$ cat src/rtl/d_hazard_ctrl_pkg.sv
// mips_pkg: opcode/funct constants and HI/LO timer state shared by the hazard unit
package mips_pkg;
  localparam logic [5:0] SPECIAL = 6'b000000;
  localparam logic [5:0] MFHI    = 6'b010000;
  localparam logic [5:0] MFLO    = 6'b010010;
  localparam logic [5:0] MULT    = 6'b011000;
  localparam logic [5:0] MULTU   = 6'b011001;
  localparam logic [5:0] DIV     = 6'b011010;
  localparam logic [5:0] DIVU    = 6'b011011;
  typedef enum logic {IDLE, BUSY} md_state_t;
endpackage

$ cat src/rtl/d_hazard_ctrl_md_timer.sv
// D_md_timer: HI/LO busy timer; i_start/i_op (0 mult, 1 div) launch an op, o_busy high exactly LAT cycles
module D_md_timer
  import mips_pkg::*;
#(
  parameter int MULT_LAT = 4,
  parameter int DIV_LAT  = 32
) (
  input  logic i_clk,
  input  logic i_rst,
  input  logic i_start,
  input  logic i_op,
  output logic o_busy
);
  localparam int CW = $clog2(MULT_LAT > DIV_LAT ? MULT_LAT : DIV_LAT);
  md_state_t state, state_nxt;
  logic [CW-1:0] cnt, cnt_nxt;
  always_ff @(posedge i_clk) begin
    if (i_rst) begin
      state <= IDLE;
      cnt   <= '0;
    end else begin
      state <= state_nxt;
      cnt   <= cnt_nxt;
    end
  end
  always_comb begin
    state_nxt = state;
    cnt_nxt   = cnt;
    if (state == IDLE && i_start) begin
      state_nxt = BUSY;
      cnt_nxt   = i_op ? CW'(DIV_LAT - 1) : CW'(MULT_LAT - 1);
    end else if (state == BUSY) begin
      state_nxt = (cnt == '0) ? IDLE : BUSY;
      cnt_nxt   = (cnt == '0) ? cnt : cnt - CW'(1);
    end
  end
  assign o_busy = (state == BUSY);
endmodule

$ cat src/rtl/d_hazard_ctrl.sv
// d_hazard_ctrl: D-stage hazard unit; D/E/M register fields in, stall/flush/forward and HI/LO start/op/busy out
module d_hazard_ctrl
  import mips_pkg::*;
#(
  parameter int MULT_LAT = 4,
  parameter int DIV_LAT  = 32
) (
  input  logic       i_clk,
  input  logic       i_rst,
  input  logic [4:0] i_rsD,
  input  logic [4:0] i_rtD,
  input  logic [5:0] i_opcodeD,
  input  logic [5:0] i_functD,
  input  logic       i_branchD,
  input  logic       i_branch_takenD,
  input  logic [4:0] i_writeregE,
  input  logic [4:0] i_writeregM,
  input  logic       i_regwriteE,
  input  logic       i_regwriteM,
  input  logic       i_memtoregE,
  input  logic       i_memtoregM,
  output logic       o_stallF,
  output logic       o_stallD,
  output logic       o_flushD,
  output logic       o_flushE,
  output logic       o_fwdAD,
  output logic       o_fwdBD,
  output logic       o_md_start,
  output logic       o_md_op,
  output logic       o_md_busy
);
  logic hit_e, hit_m, lwstall, brstall, mdstall, stall, md_instr, mf_instr;
  // $0 never hazards, so a zero destination never matches
  assign hit_e    = (i_writeregE != '0) && (i_writeregE == i_rsD || i_writeregE == i_rtD);
  assign hit_m    = (i_writeregM != '0) && (i_writeregM == i_rsD || i_writeregM == i_rtD);
  assign md_instr = (i_opcodeD == SPECIAL) && (i_functD inside {MULT, MULTU, DIV, DIVU});
  assign mf_instr = (i_opcodeD == SPECIAL) && (i_functD inside {MFHI, MFLO});
  assign lwstall  = i_memtoregE && i_regwriteE && hit_e;
  assign brstall  = i_branchD && ((i_regwriteE && hit_e) || (i_memtoregM && hit_m));
  assign mdstall  = o_md_busy && (md_instr || mf_instr);
  assign stall    = lwstall || brstall || mdstall;
  assign o_stallF = stall;
  assign o_stallD = stall;
  assign o_flushE = stall;
  assign o_flushD = i_branch_takenD && !stall;
  assign o_fwdAD  = (i_rsD != '0) && (i_rsD == i_writeregM) && i_regwriteM;
  assign o_fwdBD  = (i_rtD != '0) && (i_rtD == i_writeregM) && i_regwriteM;
  assign o_md_start = md_instr && !stall && !i_rst;
  assign o_md_op    = i_functD inside {DIV, DIVU};
  D_md_timer #(.MULT_LAT(MULT_LAT), .DIV_LAT(DIV_LAT)) u_timer (
    .i_clk  (i_clk),
    .i_rst  (i_rst),
    .i_start(o_md_start),
    .i_op   (o_md_op),
    .o_busy (o_md_busy)
  );
endmodule

$ cat config.mk
export PLATFORM = sky130hd
export DESIGN_NAME = d_hazard_ctrl
export DESIGN_NICKNAME = d
export VERILOG_FILES = /design/src/rtl/d_hazard_ctrl_pkg.sv /design/src/rtl/d_hazard_ctrl_md_timer.sv /design/src/rtl/d_hazard_ctrl.sv
export SDC_FILE = /design/constraint.sdc
export NUM_CORES = 1
export LEC_CHECK = 0
export CAP_MARGIN = 20
export CORE_MARGIN = 5
export CORE_UTILIZATION = 32
export DETAILED_ROUTE_END_ITERATION = 12
export PLACE_DENSITY = 0.73
export SLEW_MARGIN = 20
export SYNTH_ARGS = -nofsm -noshare
export SYNTH_HDL_FRONTEND = slang
export SYNTH_SLANG_ARGS = --single-unit
$ cat constraint.sdc
create_clock -name i_clk -period 4.35 [get_ports i_clk]
set_clock_uncertainty 0.1 [all_clocks]
set_input_delay 0.6525 -clock i_clk [delete_from_list [all_inputs] [get_ports i_clk]]
set_output_delay 0.6525 -clock i_clk [all_outputs]
set_load 0.01 [all_outputs]
==> qor.txt, run 1 <==
Status: finished clean
Total grt overflow: 0
Core ar.: 2255 um2
First-pass GRT wire length: 3870 um
Port Buffer Count: 48
Fin. Hold Viols: 0
CTS tree: yes
Lkg Pwr: 0.4552 nW
Setup-failing EPs final: 0
Tightest Hold Check Type: reg -> reg
Ant diodes: 0
Number of DRC markers in iteration 0: 16
Final period utilization: 0.8927
Critical path capture point type: primary output
Max Fclk: 257.5 MHz
# hold bufs at CTS: 0
Cell Pwr Density: 146.0 nW/um2
Worst VDD drop: 131.5 uV
Top-count cell post-synth: xor2_1
Pin count of the biggest net entering global routing: 9
Post-placement setup slack: 0.4531 ns
Seq/Total Area, Yosys: 0.1574
H-tree depth: 1
Antenna Nets Post-Route: 0
Clock sinks: 6
Post-route setup TNS: 0 ns
Post-CTS sizing: 0
Layout cells sized above 1: 0.1064
Number of synthesized register bits: 6
Worst Setup Start Kind: input pin
Top area cells in the synthesized netlist: dfxtp_1 16%, xor2_1 14%, xnor2_1 9.2%, mux2_4 5.9%, nor2_1 4.9%
GPL Wtd Cong: 0.9175
Syn-to-layout area delta: 68.03%
Max Slew Vio Count: 0
Netlist Area Pre-Place: 763.2 um2
DP HPWL: 2073 um
Initial antenna violation count: 0
Full die area: 3462 um2
Post-CTS setup buffer count: 0
CP arrival: 3.13 ns
Main synth FF type: dfxtp_1
Critical path's largest stage delay: 0.56 ns
EDFF count, synth: 0
FILL cells: 222
Top cells by count, synth: 12 x xor2_1, 10 x nor2_1, 8 x xnor2_1
Total track usage: 0.1406
1st-pass router iterations: 4
Per-cell routed wire length: 13.26 um
Boundary pin count: 49
Rows: 17
Final setup margin: 0.4670 ns
Die W: 58.84 um
Synth Instances: 92
Routed WL: 2241 um
Clock Pin Slew Worst Setup and Hold Paths: 0.04 ns
Starting Density: 0.3385
Worst slew pin tran: 0.5782 ns
RSZ-0062 raised after global routing: no
Max-Cap Viols: 0
Post-route DRC: 0
Die H: 58.84 um
Req. time, crit path: 3.60 ns
Clock tree buffer depth: 2
Most frequent cell on the critical path: clkdlybuf4s50_1
Root buffer selected by CTS: clkbuf_4
Minimum clock period: 3.883 ns
Buf/Inv on CP: 2
Netlist cell types: 34
Inserted Clock Buffers: 3
Top-area cell type share of the netlist area: 0.1574
Vias in the first global route: 956
Post-DR vias/cell: 5.012
Warnings, synthesis: 0
Clk_lat worst skew: 0.24 ns
Largest area contributor in the netlist: dfxtp_1
# nets final: 185
Max-slew headroom: 0.6112
CP max stage cell: or4_4
Post-Syn Area per Cell: 8.296 um2
Syn nets: 134
Crit-path max FO: 3
CP Class: in -> out
Asr flop ratio synth: 0
Top cell family by delay on the critical path: simple AND/OR/NAND/NOR gates
CP Cell Sequence: clkdlybuf4s50_1 > or4_4 > o211ai_2 > a21oi_1 > or4_1 > nor2_1 > clkdlybuf4s50_1
Detailed-route via count: 847
-- final timing paths --
check	endpoint	slack [ns]	cells after the start	from
worst max-delay path	o_md_start	0.47	7	i_writeregM[1]
worst max register to register	u_timer.cnt[1]$_SDFFE_PP0P_	2.66	7	u_timer.cnt[0]$_SDFFE_PP0P_
worst min register to register	u_timer.cnt[0]$_SDFFE_PP0P_	0.45	2	u_timer.cnt[0]$_SDFFE_PP0P_
worst min-delay path	u_timer.cnt[0]$_SDFFE_PP0P_	0.45	2	u_timer.cnt[0]$_SDFFE_PP0P_
-- metal layers --
layer,global-route usage,vias to the layer above,share of wire
met2,0.2618,38,0.50
li1,-,428,-
met1,0.1440,373,0.38
met3,0.03728,8,0.084
met4,0.06472,0,0.033
met5,0,-,0
-- logic make-up after synthesis --
kind of cell / Yosys count / synth area share
compound gates: 18 / 0.1459
xor+xnor: 20 / 0.2295
fa+ha+maj: 2 / 0.03278
buf+inv: 5 / 0.04426
flops: 6 / 0.1574
mux: 3 / 0.05901
simple gates: 38 / 0.3312
-- area by class of cell --
| type | instances | area, um2 | share of cell area |
|---|---|---|---|
| Timing Repair Buffer | 49 | 488.0 | 0.3805 |
| Tap cell | 28 | 35.03 | 0.02732 |
| Clock buffer | 3 | 22.52 | 0.01756 |
| Multi-Input combinational cell | 81 | 609.3 | 0.4751 |
| Sequential cell | 6 | 120.1 | 0.09366 |
| Inverter | 2 | 7.507 | 0.005854 |
-- flip-flops by register name (all words and copies together) (netlist names) --
register / cells
u_timer.cnt: 5
u_timer.o_busy: 1
-- where the power goes --
group,switching (mW),internal (mW)
combinational,0.0304,0.0497
clock,0.0207,0.0312
sequential,0.0000388,0.0552
total,0.0511,0.136
-- metrics by stage --
step                  util  instance area, um2  total power, mW  std cells  hold slack [ns]
finish              0.5688                1282           0.1873        169           0.4509
global route        0.5688                1282           0.1992        169           0.4860
CTS                 0.5688                1282           0.1898        169           0.4514
detailed placement  0.5588                1260           0.1369        166           0.4445
global placement    0.5588                1260           0.1353        166           0.4218
floorplan                -               763.2          0.08445         92           0.3976
-- tightest hold or removal path: cells and delay by family (launching register included) --
| family | cells | cell delay (ns) |
|---|---|---|
| buffers and inverters | 1 | 0.11 |
| flip-flops | 1 | 0.30 |
| AO/OA/AOI/OAI | 1 | 0.09 |
-- cell usage in the layout, fill, tap and decap left out, types with 2 or more instances in the layout --
cell	n
nor3_2	2
ha_1	2
or4_1	4
o21ai_0	4
nand3_2	2
inv_1	2
nand3_1	3
nand2b_1	2
clkdlybuf4s50_1	48
nor3b_1	2
a21oi_1	7
nor2_1	10
nand2_1	2
nor3_1	3
xor2_1	12
xnor2_1	8
clkbuf_4	3
mux2_4	3
dfxtp_1	6
Power figures use the tool's default switching activity.
==> run 2: changes to the inputs <==
- GPL_TIMING_DRIVEN: unset -> 1
- SKIP_LAST_GASP: unset -> 1
==> results of run 2 <==
The final DEF is identical to that of run 1; final timing and power are the same.
